`src/rtl/load_store_unit.sv`:
```
// load_store_unit: single-outstanding load/store engine between the pipeline
// and a word-organised data memory. Sub-word stores are performed as a
// read-modify-write so the memory only ever needs full-word writes.
module load_store_unit #(
  parameter int DEPTH = 100
) (
  input  logic        clk,
  input  logic        rst,
  input  logic        req_valid,
  output logic        req_ready,
  input  logic        req_we,
  input  logic [2:0]  req_funct3,
  input  logic [31:0] req_addr,
  input  logic [31:0] req_wdata,
  output logic        resp_valid,
  output logic [31:0] resp_rdata,
  output logic        resp_err,
  output logic        mem_we,
  output logic [31:0] mem_addr,
  output logic [31:0] mem_wd,
  input  logic [31:0] mem_rd
);

  typedef enum logic [2:0] {
    IDLE,
    LOAD,
    RMW_RD,
    STORE,
    RESP
  } state_t;

  localparam logic [31:0] DepthWords = 32'(DEPTH);

  state_t      r_state;
  state_t      w_nextState;
  logic [2:0]  r_funct3;
  logic [31:0] r_addr;
  logic [31:0] r_wData;
  logic        r_err;
  logic [31:0] r_rData;

  logic [31:0] w_reqIdx;
  logic        w_badFunct3;
  logic        w_misaligned;
  logic        w_outOfRange;
  logic        w_reqErr;
  logic [4:0]  w_shamt;
  logic [31:0] w_loadShifted;
  logic [31:0] w_loadData;
  logic [31:0] w_laneMask;
  logic [31:0] w_laneData;
  logic [31:0] w_merged;

  // Classify the incoming request: illegal size code, misalignment or an index past the memory.
  always_comb begin
    w_reqIdx     = {2'b00, req_addr[31:2]};
    w_outOfRange = (w_reqIdx >= DepthWords);
    if (req_we) begin
      w_badFunct3 = req_funct3[2] || (req_funct3[1:0] == 2'b11);
    end else begin
      w_badFunct3 = (req_funct3[1:0] == 2'b11) || (req_funct3[2] && req_funct3[1]);
    end
    w_misaligned = ((req_funct3[1:0] == 2'b01) && req_addr[0]) ||
                   ((req_funct3[1:0] == 2'b10) && (req_addr[1:0] != 2'b00));
    w_reqErr     = w_badFunct3 || w_misaligned || w_outOfRange;
  end

  // Lane selection for loads (extract + extend) and for sub-word store merging.
  always_comb begin
    w_shamt       = {r_addr[1:0], 3'b000};
    w_loadShifted = mem_rd >> w_shamt;
    w_loadData    = mem_rd;
    case (r_funct3)
      3'b000:  w_loadData = {{24{w_loadShifted[7]}}, w_loadShifted[7:0]};
      3'b001:  w_loadData = {{16{w_loadShifted[15]}}, w_loadShifted[15:0]};
      3'b100:  w_loadData = {24'h000000, w_loadShifted[7:0]};
      3'b101:  w_loadData = {16'h0000, w_loadShifted[15:0]};
      default: w_loadData = mem_rd;
    endcase
    w_laneMask = ((r_funct3[1:0] == 2'b00) ? 32'h0000_00FF : 32'h0000_FFFF) << w_shamt;
    w_laneData = r_wData << w_shamt;
    w_merged   = (mem_rd & ~w_laneMask) | (w_laneData & w_laneMask);
  end

  // Next-state selection; errored requests skip straight to the response.
  always_comb begin
    w_nextState = r_state;
    case (r_state)
      IDLE: begin
        if (req_valid) begin
          if (w_reqErr) begin
            w_nextState = RESP;
          end else if (!req_we) begin
            w_nextState = LOAD;
          end else if (req_funct3[1:0] == 2'b10) begin
            w_nextState = STORE;
          end else begin
            w_nextState = RMW_RD;
          end
        end
      end
      LOAD:    w_nextState = RESP;
      RMW_RD:  w_nextState = STORE;
      STORE:   w_nextState = RESP;
      RESP:    w_nextState = IDLE;
      default: w_nextState = IDLE;
    endcase
  end

  // State register plus the request latches, load result capture and store merge.
  always_ff @(posedge clk) begin
    if (!rst) begin
      r_state  <= IDLE;
      r_funct3 <= 3'b000;
      r_addr   <= 32'h0;
      r_wData  <= 32'h0;
      r_err    <= 1'b0;
      r_rData  <= 32'h0;
    end else begin
      r_state <= w_nextState;
      case (r_state)
        IDLE: begin
          if (req_valid) begin
            r_funct3 <= req_funct3;
            r_addr   <= req_addr;
            r_wData  <= req_wdata;
            r_err    <= w_reqErr;
            r_rData  <= 32'h0;
          end
        end
        LOAD:    r_rData <= w_loadData;
        RMW_RD:  r_wData <= w_merged;
        default: ;
      endcase
    end
  end

  // Outputs decoded from the current state; memory address is held while busy and zero when idle.
  always_comb begin
    req_ready  = (r_state == IDLE);
    resp_valid = (r_state == RESP);
    resp_err   = (r_state == RESP) && r_err;
    resp_rdata = (r_state == RESP) ? r_rData : 32'h0;
    mem_we     = (r_state == STORE);
    mem_addr   = (r_state == IDLE) ? 32'h0 : {2'b00, r_addr[31:2]};
    mem_wd     = (r_state == STORE) ? r_wData : 32'h0;
  end

endmodule

```
`config.mk`:
```
export PLATFORM = sky130hd
export DESIGN_NAME = load_store_unit
export DESIGN_NICKNAME = d
export VERILOG_FILES = /design/src/rtl/load_store_unit.sv
export SDC_FILE = /design/constraint.sdc
export NUM_CORES = 1
export LEC_CHECK = 0
export CAP_MARGIN = 20
export CELL_PAD_IN_SITES_DETAIL_PLACEMENT = 0
export CELL_PAD_IN_SITES_GLOBAL_PLACEMENT = 1
export CORE_MARGIN = 5
export CORE_UTILIZATION = 34
export DETAILED_ROUTE_END_ITERATION = 6
export PLACE_DENSITY = 0.86
export SLEW_MARGIN = 20
export SYNTH_ARGS = -nofsm -noshare
export SYNTH_HDL_FRONTEND = slang
export SYNTH_SLANG_ARGS = --single-unit
```
`constraint.sdc`:
```
create_clock -name clk -period 4.4 [get_ports clk]
set_input_delay 0.66 -clock clk [delete_from_list [all_inputs] [get_ports clk]]
set_output_delay 0.66 -clock clk [all_outputs]
set_load 0.01 [all_outputs]
```
==> impl_metrics.yaml <==
synthesis:
  synth_top_family_by_area: "simple AND/OR/NAND/NOR gates"
  synth_seq_area_share_pct: 37.3
  synthXorXnorAreaFrac_pct: 0.159
  synth_ff_type: "dfxtp_1"
  yosysUniqueCellTypes: 51
  synth_simple_gate_area_share_pct: 23.1
  syn_area_um2: 5520
  synthArstFlopShare_pct: 0
  netlist.area_leader.share_pct: 37.3
  syn_avg_cell_area_um2: 8.01
  synth_compound_area_share_pct: 21.5
  netlist_instances: 690
  synth-edff-count: 0
  yosysTopAreaCell: "dfxtp_1"
  muxShareOfSynthArea_pct: 11.3
  yosys_warnings: 0
  synth_area_leaders: "dfxtp_1 37%, nand2_1 7.5%, a21oi_1 7.5%"
  synthAdderAreaFrac_pct: 0
  ys_seq_elements: 103
critical_path:
  cp-end-kind: "primary output"
  required_ns: 3.74
  cp.arrival_ns: 2.95
  critPathLaunchType: "flip-flop"
  worstReg2RegStart: "r_addr[0]"
  path_max_fanout: 18
  r2r_slack_ns: 2.08
  worstRegToRegCells: 5
  criticalPathCategory: "flip-flop to primary output"
job:
  max-cap-violations: 0
global_routing:
  grt_pass1_vias: 5225
  antenna_found_initial: 0
  grt_max_degree: 50
  grtUsageTotal_pct: 19.6
  grt-ovfl-total: 0
  grt_pass1_wl_um: 28700
power:
  clock_power_share_pct: 36.0
  swShare_pct: 28.1
  p_sw_mw: 0.605
  p_int_mw: 1.55
  p_comb_share_pct: 17.7
  vdd_drop_max_uv: 196
  cellPowerDensity_nw_per_um2: 273
  seq_power_share_pct: 46.3
  power_mw: 2.15
  total_leakage_power_nw: 2.80
clocking:
  cts_resized: 0
  htree_num_levels: 3
  cts.repair_timing.setup_buffer_count: 0
  root_buffer: "clkbuf_16"
  clk_pin_slew_ns: 0.07
  holdBufCountCts: 0
  numCtsBuffers: 9
  clock-sinks: 103
  clk_path_buf_depth: 2
  clock_latency_ns: 0.36
  cts_tree: "done"
finish:
  area_delta_synth_final_pct: 42.8
  drive_gt1_share_pct: 6.64
  final_nets: 957
  insertedDiodeCount: 0
detailed_routing:
  drt-initial-drc-count: 448
  ant_nets: 0
  wl_um: 19100
  wire_per_inst_um: 17.8
  drc_errors: 0
  dr.pass1.iters: 6
  viasPerCell: 5.14
  vias: 5525
sta:
  rsz0062_at_grt: "false"
  timing.fmax_mhz: 277
  min_period_over_period_pct: 82.0
  finalSetupViolCount: 0
  clock_skew_ns: 0.0134
  period_minus_slack_ns: 3.61
  tns_ns: 0
  final_max_slew_viol_count: 0
  hold_violations: 0
  relSlewSlack_pct: 41.3
  tightest_slew_ns: 0.879
placed_design:
  gp_congestion: 0.906
  dp_hpwl_um: 14200
  io_buffers: 200
min_path:
  worstHoldPathType: "flip-flop to flip-flop"
  min_from: "r_err"
  min_to: "r_err"
  min_path_cells: 2
status:
  status: "complete, no violations"
die:
  die_h_um: 137
  fp-row-count: 46
  start_util_pct: 34.8
  fp.dieArea_um2: 18900
  io_pins: 203
  core-area_um2: 15900
  die_w_um: 137
## critical path: stages (launching register included)
cell and delay (ns):
dfxtp_1 0.55, nand2b_1 0.46, nor2_1 0.80, and2_1 0.24
clkdlybuf4s50_1 0.54
## cells by family (layout without fill, tap and decap cells)
| family | Yosys count | after routing |
|---|---|---|
| AO/OA/AOI/OAI | 197 | 197 |
| XOR/XNOR | 1 | 1 |
| buffers and inverters | 79 | 247 |
| flip-flops | 103 | 103 |
| multiplexers | 58 | 58 |
| other | 1 | 2 |
| AND/OR/NAND/NOR | 251 | 251 |
## area by class of cell
class	instances	area, um^2
Fill cell	1578	8000
Inverter	21	78.8
Clock buffer	9	225
Multi-Input combinational cell	509	3120
Sequential cell	103	2060
Tap cell	216	270
Timing Repair Buffer	210	2080
Clock inverter	7	53.8
## stage by stage
step	utilization (%)	instances	setup slack [ns]	instance area (um^2)	hold WS, ns
3_5_place_dp	47.9	1059	1.18	7610	0.440
3_3_place_gp	47.9	1059	1.31	7610	0.433
5_1_grt	49.6	1075	0.542	7890	0.467
4_1_cts	49.6	1075	0.785	7890	0.453
6_report	49.6	1075	0.791	7890	0.450
2_1_floorplan	-	691	2.31	5530	0.417
## Yosys cell counts (all sizes together), types with 21 or more instances
cell type	n
a21oi	83
and2	50
buf	23
clkbuf	35
dfxtp	103
inv	21
mux2	25
mux2i	32
nand2	112
nor2b	33
nor3	21
o21ai	62
## power by group through the flow
stage / clock network [mW] / logic, mW / registers [mW]
finish: 0.775 / 0.380 / 0.996
global route: 0.833 / 0.414 / 1.00
CTS: 0.789 / 0.381 / 0.996
detailed placement: 0 / 0.379 / 1.02
global placement: 0 / 0.379 / 1.02
floorplan: 0 / 0.208 / 1.01
## cell usage in the layout, fill, tap and decap left out, types with 3 or more instances in the layout
master,count
and2_1,50
inv_6,3
nor4_1,6
mux2i_1,32
inv_1,19
nand2b_1,8
clkdlybuf4s50_1,200
nor2b_1,33
buf_4,10
a22oi_1,8
o2bb2ai_1,7
mux2_1,7
o21ai_0,61
mux2_2,18
o22ai_1,8
a21oi_1,83
a221o_1,16
dfxtp_1,103
nor3_1,19
clkbuf_16,9
nor2_1,9
nand2_1,111
## worst max-delay path by stage
| stage | start | to |
|---|---|---|
| after global placement | r_state[0] | mem_wd[31] |
| final | r_state[0] | mem_wd[30] |
| after floorplan | r_state[2] | mem_wd[22] |
| after global routing | r_state[0] | mem_wd[30] |
| after detailed placement | r_state[0] | mem_wd[30] |
| after CTS | r_state[0] | mem_wd[30] |
## routing by layer
layer	vias up	wire length (um)	part of all wire (%)	track usage, %
met5	-	0	0	0
met4	0	387	2.0	5.65
met3	28	2020	11	7.16
met2	236	8950	47	32.4
met1	2537	7730	40	24.0
li1	2724	-	-	-
No activity file was read; power rests on OpenSTA's default activity.
